--- config.mk ---
export PLATFORM = sky130hd
export DESIGN_NAME = accumulator_8bits_flat
export DESIGN_NICKNAME = d
export VERILOG_FILES = /design/src/rtl/accumulator_8bits_if.sv /design/src/rtl/accumulator_8bits.sv /design/src/flat_wrapper.sv
export SDC_FILE = /design/constraint.sdc
export NUM_CORES = 1
export LEC_CHECK = 0
export CAP_MARGIN = 20
export CORE_UTILIZATION = 30
export CTS_BUF_LIST = sky130_fd_sc_hd__clkbuf_2
export DETAILED_ROUTE_END_ITERATION = 16
export PLACE_DENSITY = 0.57
export SYNTH_ARGS = -nofsm -noshare
export SYNTH_HDL_FRONTEND = slang
export SYNTH_HIERARCHICAL = 1
export SYNTH_SLANG_ARGS = --single-unit
export TNS_END_PERCENT = 5
--- constraint.sdc ---
create_clock -name clk -period 3.33 [get_ports clk]
set_input_delay 0.333 -clock clk [delete_from_list [all_inputs] [get_ports clk]]
set_output_delay 0.333 -clock clk [all_outputs]
set_load 0.02 [all_outputs]
--- src/rtl/accumulator_8bits_if.sv ---
// Command/result handshake bundle for accumulator_8bits.
// master drives commands and result acceptance; slave is the accumulator.
interface accumulator_8bits_if;
  logic       in_valid;
  logic       in_ready;
  logic [1:0] op;
  logic [7:0] operand;
  logic       out_valid;
  logic       out_ready;
  logic [7:0] out_data;
  logic       out_ovf;
  logic [7:0] acc;
  logic       ovf_sticky;

  modport master (
    output in_valid, op, operand, out_ready,
    input  in_ready, out_valid, out_data, out_ovf, acc, ovf_sticky
  );

  modport slave (
    input  in_valid, op, operand, out_ready,
    output in_ready, out_valid, out_data, out_ovf, acc, ovf_sticky
  );
endinterface

--- src/rtl/accumulator_8bits.sv ---
// 8-bit signed accumulator with LOAD/ADD/SUB/CLEAR commands, optional saturation,
// a three-state IDLE/EXEC/RESP handshake and a sticky overflow flag.
module adder_subtractor_8bits (
  input  logic [7:0] a,
  input  logic [7:0] b,
  input  logic       m,
  output logic [7:0] s,
  output logic       ovf
);
  logic [7:0] b_eff;

  // Subtraction as a + ~b + 1; overflow judged against the effective operand.
  assign b_eff = b ^ {8{m}};
  assign s     = a + b_eff + {7'b0, m};
  assign ovf   = (a[7] == b_eff[7]) && (s[7] != a[7]);
endmodule

module accumulator_8bits #(
  parameter bit SATURATE = 1'b0
) (
  input  logic                 clk,
  input  logic                 rst_n,
  accumulator_8bits_if.slave   bus
);
  localparam logic [1:0] IDLE = 2'd0;
  localparam logic [1:0] EXEC = 2'd1;
  localparam logic [1:0] RESP = 2'd2;

  localparam logic [1:0] OP_LOAD  = 2'b00;
  localparam logic [1:0] OP_ADD   = 2'b01;
  localparam logic [1:0] OP_SUB   = 2'b10;
  localparam logic [1:0] OP_CLEAR = 2'b11;

  logic [1:0] state_q,      state_d;
  logic [1:0] op_q,         op_d;
  logic [7:0] operand_q,    operand_d;
  logic [7:0] acc_q,        acc_d;
  logic [7:0] out_data_q,   out_data_d;
  logic       out_ovf_q,    out_ovf_d;
  logic       ovf_sticky_q, ovf_sticky_d;

  logic [7:0] core_s;
  logic       core_ovf;
  logic [7:0] result;
  logic       result_ovf;

  adder_subtractor_8bits u_core (
    .a   (acc_q),
    .b   (operand_q),
    .m   (op_q == OP_SUB),
    .s   (core_s),
    .ovf (core_ovf)
  );

  always_comb begin
    result     = '0;
    result_ovf = 1'b0;
    case (op_q)
      OP_LOAD:  result = operand_q;
      OP_ADD,
      OP_SUB: begin
        result     = core_s;
        result_ovf = core_ovf;
        // Clamp direction follows the sign of the accumulator before the command.
        if (SATURATE && core_ovf) result = acc_q[7] ? 8'h80 : 8'h7F;
      end
      OP_CLEAR: result = '0;
      default:  result = '0;
    endcase
  end

  always_comb begin
    state_d      = state_q;
    op_d         = op_q;
    operand_d    = operand_q;
    acc_d        = acc_q;
    out_data_d   = out_data_q;
    out_ovf_d    = out_ovf_q;
    ovf_sticky_d = ovf_sticky_q;
    case (state_q)
      IDLE: begin
        if (bus.in_valid) begin
          op_d      = bus.op;
          operand_d = bus.operand;
          state_d   = EXEC;
        end
      end
      EXEC: begin
        acc_d      = result;
        out_data_d = result;
        out_ovf_d  = result_ovf;
        if (op_q == OP_CLEAR) ovf_sticky_d = 1'b0;
        else                  ovf_sticky_d = ovf_sticky_q | result_ovf;
        state_d    = RESP;
      end
      RESP: begin
        if (bus.out_ready) state_d = IDLE;
      end
      default: state_d = IDLE;
    endcase
  end

  always_ff @(posedge clk or negedge rst_n) begin
    if (!rst_n) begin
      state_q      <= IDLE;
      op_q         <= '0;
      operand_q    <= '0;
      acc_q        <= '0;
      out_data_q   <= '0;
      out_ovf_q    <= 1'b0;
      ovf_sticky_q <= 1'b0;
    end else begin
      state_q      <= state_d;
      op_q         <= op_d;
      operand_q    <= operand_d;
      acc_q        <= acc_d;
      out_data_q   <= out_data_d;
      out_ovf_q    <= out_ovf_d;
      ovf_sticky_q <= ovf_sticky_d;
    end
  end

  assign bus.in_ready   = (state_q == IDLE);
  assign bus.out_valid  = (state_q == RESP);
  assign bus.out_data   = out_data_q;
  assign bus.out_ovf    = out_ovf_q;
  assign bus.acc        = acc_q;
  assign bus.ovf_sticky = ovf_sticky_q;
endmodule

--- src/flat_wrapper.sv ---
// flat-port wrapper written by rule: the top's interface ports become plain ports
module accumulator_8bits_flat 
#(
  parameter bit SATURATE = 1'b0
)
  (clk, rst_n, bus_in_valid, bus_op, bus_operand, bus_out_ready, bus_in_ready, bus_out_valid, bus_out_data, bus_out_ovf, bus_acc, bus_ovf_sticky);
  accumulator_8bits_if bus_i ();
  input  logic clk;
  input  logic rst_n;
  input wire logic [$bits(bus_i.in_valid)-1:0] bus_in_valid;
  input wire logic [$bits(bus_i.op)-1:0] bus_op;
  input wire logic [$bits(bus_i.operand)-1:0] bus_operand;
  input wire logic [$bits(bus_i.out_ready)-1:0] bus_out_ready;
  output wire logic [$bits(bus_i.in_ready)-1:0] bus_in_ready;
  output wire logic [$bits(bus_i.out_valid)-1:0] bus_out_valid;
  output wire logic [$bits(bus_i.out_data)-1:0] bus_out_data;
  output wire logic [$bits(bus_i.out_ovf)-1:0] bus_out_ovf;
  output wire logic [$bits(bus_i.acc)-1:0] bus_acc;
  output wire logic [$bits(bus_i.ovf_sticky)-1:0] bus_ovf_sticky;
  assign bus_i.in_valid = bus_in_valid;
  assign bus_i.op = bus_op;
  assign bus_i.operand = bus_operand;
  assign bus_i.out_ready = bus_out_ready;
  assign bus_in_ready = bus_i.in_ready;
  assign bus_out_valid = bus_i.out_valid;
  assign bus_out_data = bus_i.out_data;
  assign bus_out_ovf = bus_i.out_ovf;
  assign bus_acc = bus_i.acc;
  assign bus_ovf_sticky = bus_i.ovf_sticky;
  accumulator_8bits #(.SATURATE(SATURATE)) u_core (.clk(clk), .rst_n(rst_n), .bus(bus_i));
endmodule
## Yosys cells after proc, flatten, opt, wreduce, memory -nomap -nowiden

Index checks and enable logic that the tools add are counted.

| storage, ports and cells | value |
|---|---|
| register bits after elaboration | 22 |
| input bits | 14 |
| logic and storage cells | 31 |

| operators by class | value |
|---|---|
| $add $sub $neg | 2 |
| eq/ne operators | 9 |
| multiplexer cells | 6 |
| bitwise gates (word level) | 2 |
| reductions and logical operators | 6 |

Operators by type and width:

| cell | count |
|---|---|
| one-hot mux 8 bit (3 select lines) | 1 |
| adder 8 x 1 -> 8 bit | 1 |
| adder 8 bit | 1 |
| XOR 8 bit | 1 |
| equality test 2 bit, second input constant | 3 |
| one-hot mux 2 bit (3 select lines) | 1 |
| equality test 2 x 1 -> 1 bit, second input constant | 2 |
| zero test 2 bit | 2 |
| two-way mux 2 bit | 2 |
| inequality test 2 bit, second input constant | 2 |
| AND reduction 2 bit | 2 |
| two-way mux 1 bit | 2 |
| OR reduction 2 bit | 1 |
| equality test 1 bit | 1 |
| logical AND 1 bit | 1 |
| inequality test 1 bit | 1 |
| bitwise OR 1 bit | 1 |

## Logic depth before layout (Yosys ltp)

| logic depth | value |
|---|---|
| depth after elaboration | 9 |
| mapped depth | 12 |
| gate-level depth less buffers | 11 |

## Cells and area by module

The synthesis kept the hierarchy.

By module, submodules not included:

| module | instances | cells each | area each (um^2) | sequential area each (um^2) |
|---|---|---|---|---|
| accumulator_8bits | 1 | 93 | 1076.0 | 550.5 |
| adder_subtractor_8bits | 1 | 49 | 410.4 | 0.0 |

## Worst setup path before layout

No wires, ideal clock.

| path | value |
|---|---|
| path kind | reg2reg |
| start | reg u_core.op_q[0] |
| end | reg u_core.out_data_q[6] (netlist: u_core/bus.out_data[6]) |
| setup time | 0.082 ns |
| data arrival time | 2.294 ns |
| path slack | 0.954 ns |
| stages on the path, launching flop included | 12 |
| period minus slack after synthesis | 2.376 ns |
| cell sequence | dfrtp_1 inv_1 ha_1 buf_6 xor2_1 ha_1 nor2b_4 o31a_1 or4_1 nand3_1 nand3b_1 a31oi_1 |

| between the ends | value |
|---|---|
| longest elaborated chain between the ends | 5 |
| elaborated cells between the ends (all ways) | 9 |

RTL lines:

| item | RTL line | text |
|---|---|---|
| from (decl) | accumulator_8bits.sv:35 | `logic [1:0] op_q, op_d;` |
| from (signal assigned) | accumulator_8bits.sv:114 | `op_q <= op_d;` |
| equality test 2 bit (*) | accumulator_8bits.sv:50 | `.m (op_q == OP_SUB),` |
| XOR 8 bit | accumulator_8bits.sv:13 | `assign b_eff = b ^ {8{m}};` |
| adder 8 bit | accumulator_8bits.sv:14 | `assign s = a + b_eff + {7'b0, m};` |
| adder 8 x 1 -> 8 bit (*) | accumulator_8bits.sv:14 |  |
| net u_core.core_s[6] | accumulator_8bits.sv:42 | `logic [7:0] core_s;` |
| one-hot mux 8 bit (3 select lines) (*) | accumulator_8bits.sv:58 | `case (op_q)` |
| to (signal assigned) | accumulator_8bits.sv:117 | `out_data_q <= out_data_d;` |
| to (decl) | accumulator_8bits.sv:38 | `logic [7:0] out_data_q, out_data_d;` |

Mark *: on every way through the listed nets, which the timed path passes. The rest lies on a longest branch.
A chain may end at the register's enable or synchronous reset.

## Worst setup path in the final report

| path | value |
|---|---|
| start | reg u_core.op_q[0] |
| end | reg u_core.ovf_sticky_q (netlist: u_core/bus.ovf_sticky) |

| between the ends | value |
|---|---|
| longest elaborated chain between the ends | 9 |
| elaborated cells between the ends (all ways) | 13 |

RTL lines:

| item | RTL line | text |
|---|---|---|
| equality test 2 bit (*) | accumulator_8bits.sv:50 |  |
| XOR 8 bit | accumulator_8bits.sv:13 |  |
| adder 8 bit | accumulator_8bits.sv:14 |  |
| adder 8 x 1 -> 8 bit | accumulator_8bits.sv:14 |  |
| inequality test 1 bit | accumulator_8bits.sv:15 | `assign ovf = (a[7] == b_eff[7]) && (s[7] != a[7]);` |
| logical AND 1 bit (*) | accumulator_8bits.sv:15 |  |
| net u_core.core_ovf | accumulator_8bits.sv:43 | `logic core_ovf;` |
| two-way mux 1 bit (*) | accumulator_8bits.sv:58 |  |
| bitwise OR 1 bit (*) | accumulator_8bits.sv:93 | `else ovf_sticky_d = ovf_sticky_q \| result_ovf;` |
| two-way mux 1 bit (*) | accumulator_8bits.sv:92 | `if (op_q == OP_CLEAR) ovf_sticky_d = 1'b0;` |
| to (signal assigned) | accumulator_8bits.sv:119 | `ovf_sticky_q <= ovf_sticky_d;` |
| to (decl) | accumulator_8bits.sv:40 | `logic ovf_sticky_q, ovf_sticky_d;` |

Marks and branches as above.

==> results.sh <==
export IMPL_setup_tns_ps=0
export IMPL_synth_common_cells="dfrtp_1, nand2_1, xor2_1"
export IMPL_cts_resized=0
export IMPL_maxSlewViolCount=0
export IMPL_syn2layout_area_growth_pct=22.8
export IMPL_yosysWarnings=6
export IMPL_critPathRequiredTime_ps=3600
export IMPL_clk_latency_ps=320
export IMPL_ys_async_sr_fraction_pct=100
export IMPL_grt_usage_pct=12.6
export IMPL_syn_nets=166
export IMPL_synth_edf_count=0
export IMPL_r2r_start="u_core/op_q[0]"
export IMPL_reg2reg_to="u_core/bus.ovf_sticky"
export IMPL_die_w_um=72.4
export IMPL_antenna_found_initial=0
export IMPL_synth_flop_cell="dfrtp_1"
export IMPL_cts_buffers=3
export IMPL_fmax_mhz=375
export IMPL_avgSynthCellArea_um2=10.5
export IMPL_dr_pass1_iters=4
export IMPL_start_util_pct=31.3
export IMPL_arrival_ps=2930
export IMPL_rrSetupSlack_ps=670
export IMPL_crit_fanout=8
export IMPL_vias=1118
export IMPL_port_buffers=33
export IMPL_period_needed_ps=2660
export IMPL_status="finished, final reports clean"
export IMPL_core_area_um2=4750
export IMPL_hold_viol=0
export IMPL_dp_hpwl_um=2340
export IMPL_yosysMostFrequentCell="dfrtp_1"
export IMPL_end_kind="flip-flop"
export IMPL_start_kind="flip-flop"
export IMPL_reg2reg_depth=10
export IMPL_max_slew_margin_rel_pct=65.5
export IMPL_wire_per_inst_um=13.4
export IMPL_fin_crit_sh_pct=80.0
export IMPL_rsz0062_at_grt="no"
export IMPL_hold_buffers=0
export IMPL_syn_inst=142
export IMPL_n_antenna_cell=0
export IMPL_drt_wl_total_um=3130
export IMPL_die_h_um=72.4
export IMPL_tightest_slew_ps=518
export IMPL_rows=25
export IMPL_ys_top_cells_by_area="dfrtp_1, mux2_4, ha_1, xor2_1, buf_4"
export IMPL_dieArea_um2=5240
export IMPL_syn_area_um2=1490
export IMPL_synth_seq_area_share_pct=37.0
export IMPL_io_pins=34
export IMPL_num_nets_final=191
export IMPL_synth_top_cell_area_share_pct=37.0
export IMPL_cts_tree="yes"
export IMPL_max_cap_violations=0
export IMPL_grt_first_pass_wirelength_um=5130
export IMPL_yosysTopAreaCell="dfrtp_1"
export IMPL_drive_above_1_share_pct=13.3
export IMPL_drt_iter0_drc=28
export IMPL_grt_max_degree=23
export IMPL_synth_cell_types=36
export IMPL_cts_path_max_buffers=2
export IMPL_ys_ff_latch=22
export IMPL_post_route_drc_count=0
export IMPL_cts_setup_buffers=0
export IMPL_grt_pass1_vias=1147
export IMPL_fin_skew_ps=12.8
export IMPL_drt_vias_per_instance=4.80
export IMPL_clk_pin_slew_ps=220
export IMPL_grt_ovfl_total=0
export IMPL_setup_violations=0
export IMPL_place_gp_congestion=0.888
export IMPL_htreeDepth=1
export IMPL_hold_class="in2async"
export IMPL_root_buffer="clkbuf_2"
export IMPL_postRouteAntennaNets=0
export IMPL_cts_sinks=22
export IMPL_critPathKind="reg2reg"
## flip-flops by register name, indices dropped and copies added (netlist names)
register,count
u_core/state_q,2
u_core/op_q,2
u_core/bus.ovf_sticky,1
u_core/bus.out_ovf,1
u_core/bus.out_data,8
u_core/operand_q,8
## placed cells by master (no fill, tap or decap), types with 2 or more instances in the layout
master and instances:
clkdlybuf4s50_1 33, dfrtp_1 22, nand2_1 12, xor2_1 11, nor2_1 10, mux2_4 9, a31oi_1 9, ha_1 9
inv_1 8, nand3b_1 8, a21oi_1 5, clkbuf_2 3, o21ai_0 3, and2b_2 2, nand3_1 2, a21o_1 2
## worst max path at each step
stage,slack [ps],end,from
3_3_place_gp,780,u_core/bus.out_data[6],u_core/op_q[0]
3_5_place_dp,670,u_core/bus.out_data[6],u_core/op_q[0]
2_1_floorplan,950,u_core/bus.out_data[6],u_core/op_q[0]
5_1_grt,480,u_core/bus.out_data[6],u_core/op_q[0]
6_report,670,u_core/bus.ovf_sticky,u_core/op_q[0]
4_1_cts,620,u_core/bus.out_data[6],u_core/op_q[0]
## kinds of logic after synthesis
logic type | synth area share [%]
simple gates | 14.6
compound gates | 11.5
buf+inv | 9.34
flops | 37.0
xor+xnor | 7.07
mux | 11.4
fa+ha+maj | 8.92
## metrics by stage
| step | std cells | hold slack (ps) | setup slack, ps | util, % | cell area [um^2] |
|---|---|---|---|---|---|
| after global routing | 233 | 272 | 482 | 38.4 | 1830 |
| final | 233 | 289 | 666 | 38.4 | 1830 |
| after floorplan | 142 | 37.4 | 954 | - | 1490 |
| after detailed placement | 228 | 540 | 670 | 37.7 | 1790 |
| after global placement | 228 | 525 | 776 | 37.7 | 1790 |
| after CTS | 232 | 529 | 621 | 38.1 | 1810 |
## final cells by class
type	count	area, um^2
Inverter	8	30.0
Fill cell	499	2930
Clock inverter	1	3.75
Sequential cell	22	551
Tap cell	67	83.8
Clock buffer	3	15.0
Timing Repair Buffer	34	345
Multi-Input combinational cell	98	797
## worst max-delay path: stages, from the launching register on
cell      delay (ps)
dfrtp_1          450
inv_1             90
ha_1             420
xor2_1           190
ha_1             310
a21oi_1          250
o221ai_2         170
a31oi_4          250
mux2i_1          250
a31oi_1          100
a21oi_1          150
## per-layer routing
layer | wire length, um | GRT usage [%] | up-vias
li1 | - | - | 526
met1 | 1270 | 13.8 | 568
met2 | 1700 | 23.6 | 22
met3 | 130 | 1.81 | 2
met4 | 23 | 6.10 | 0
met5 | 0 | 0 | -
Power is not shown: default switching activity piles up to over one toggle a cycle in this logic, so the estimate is an artifact.
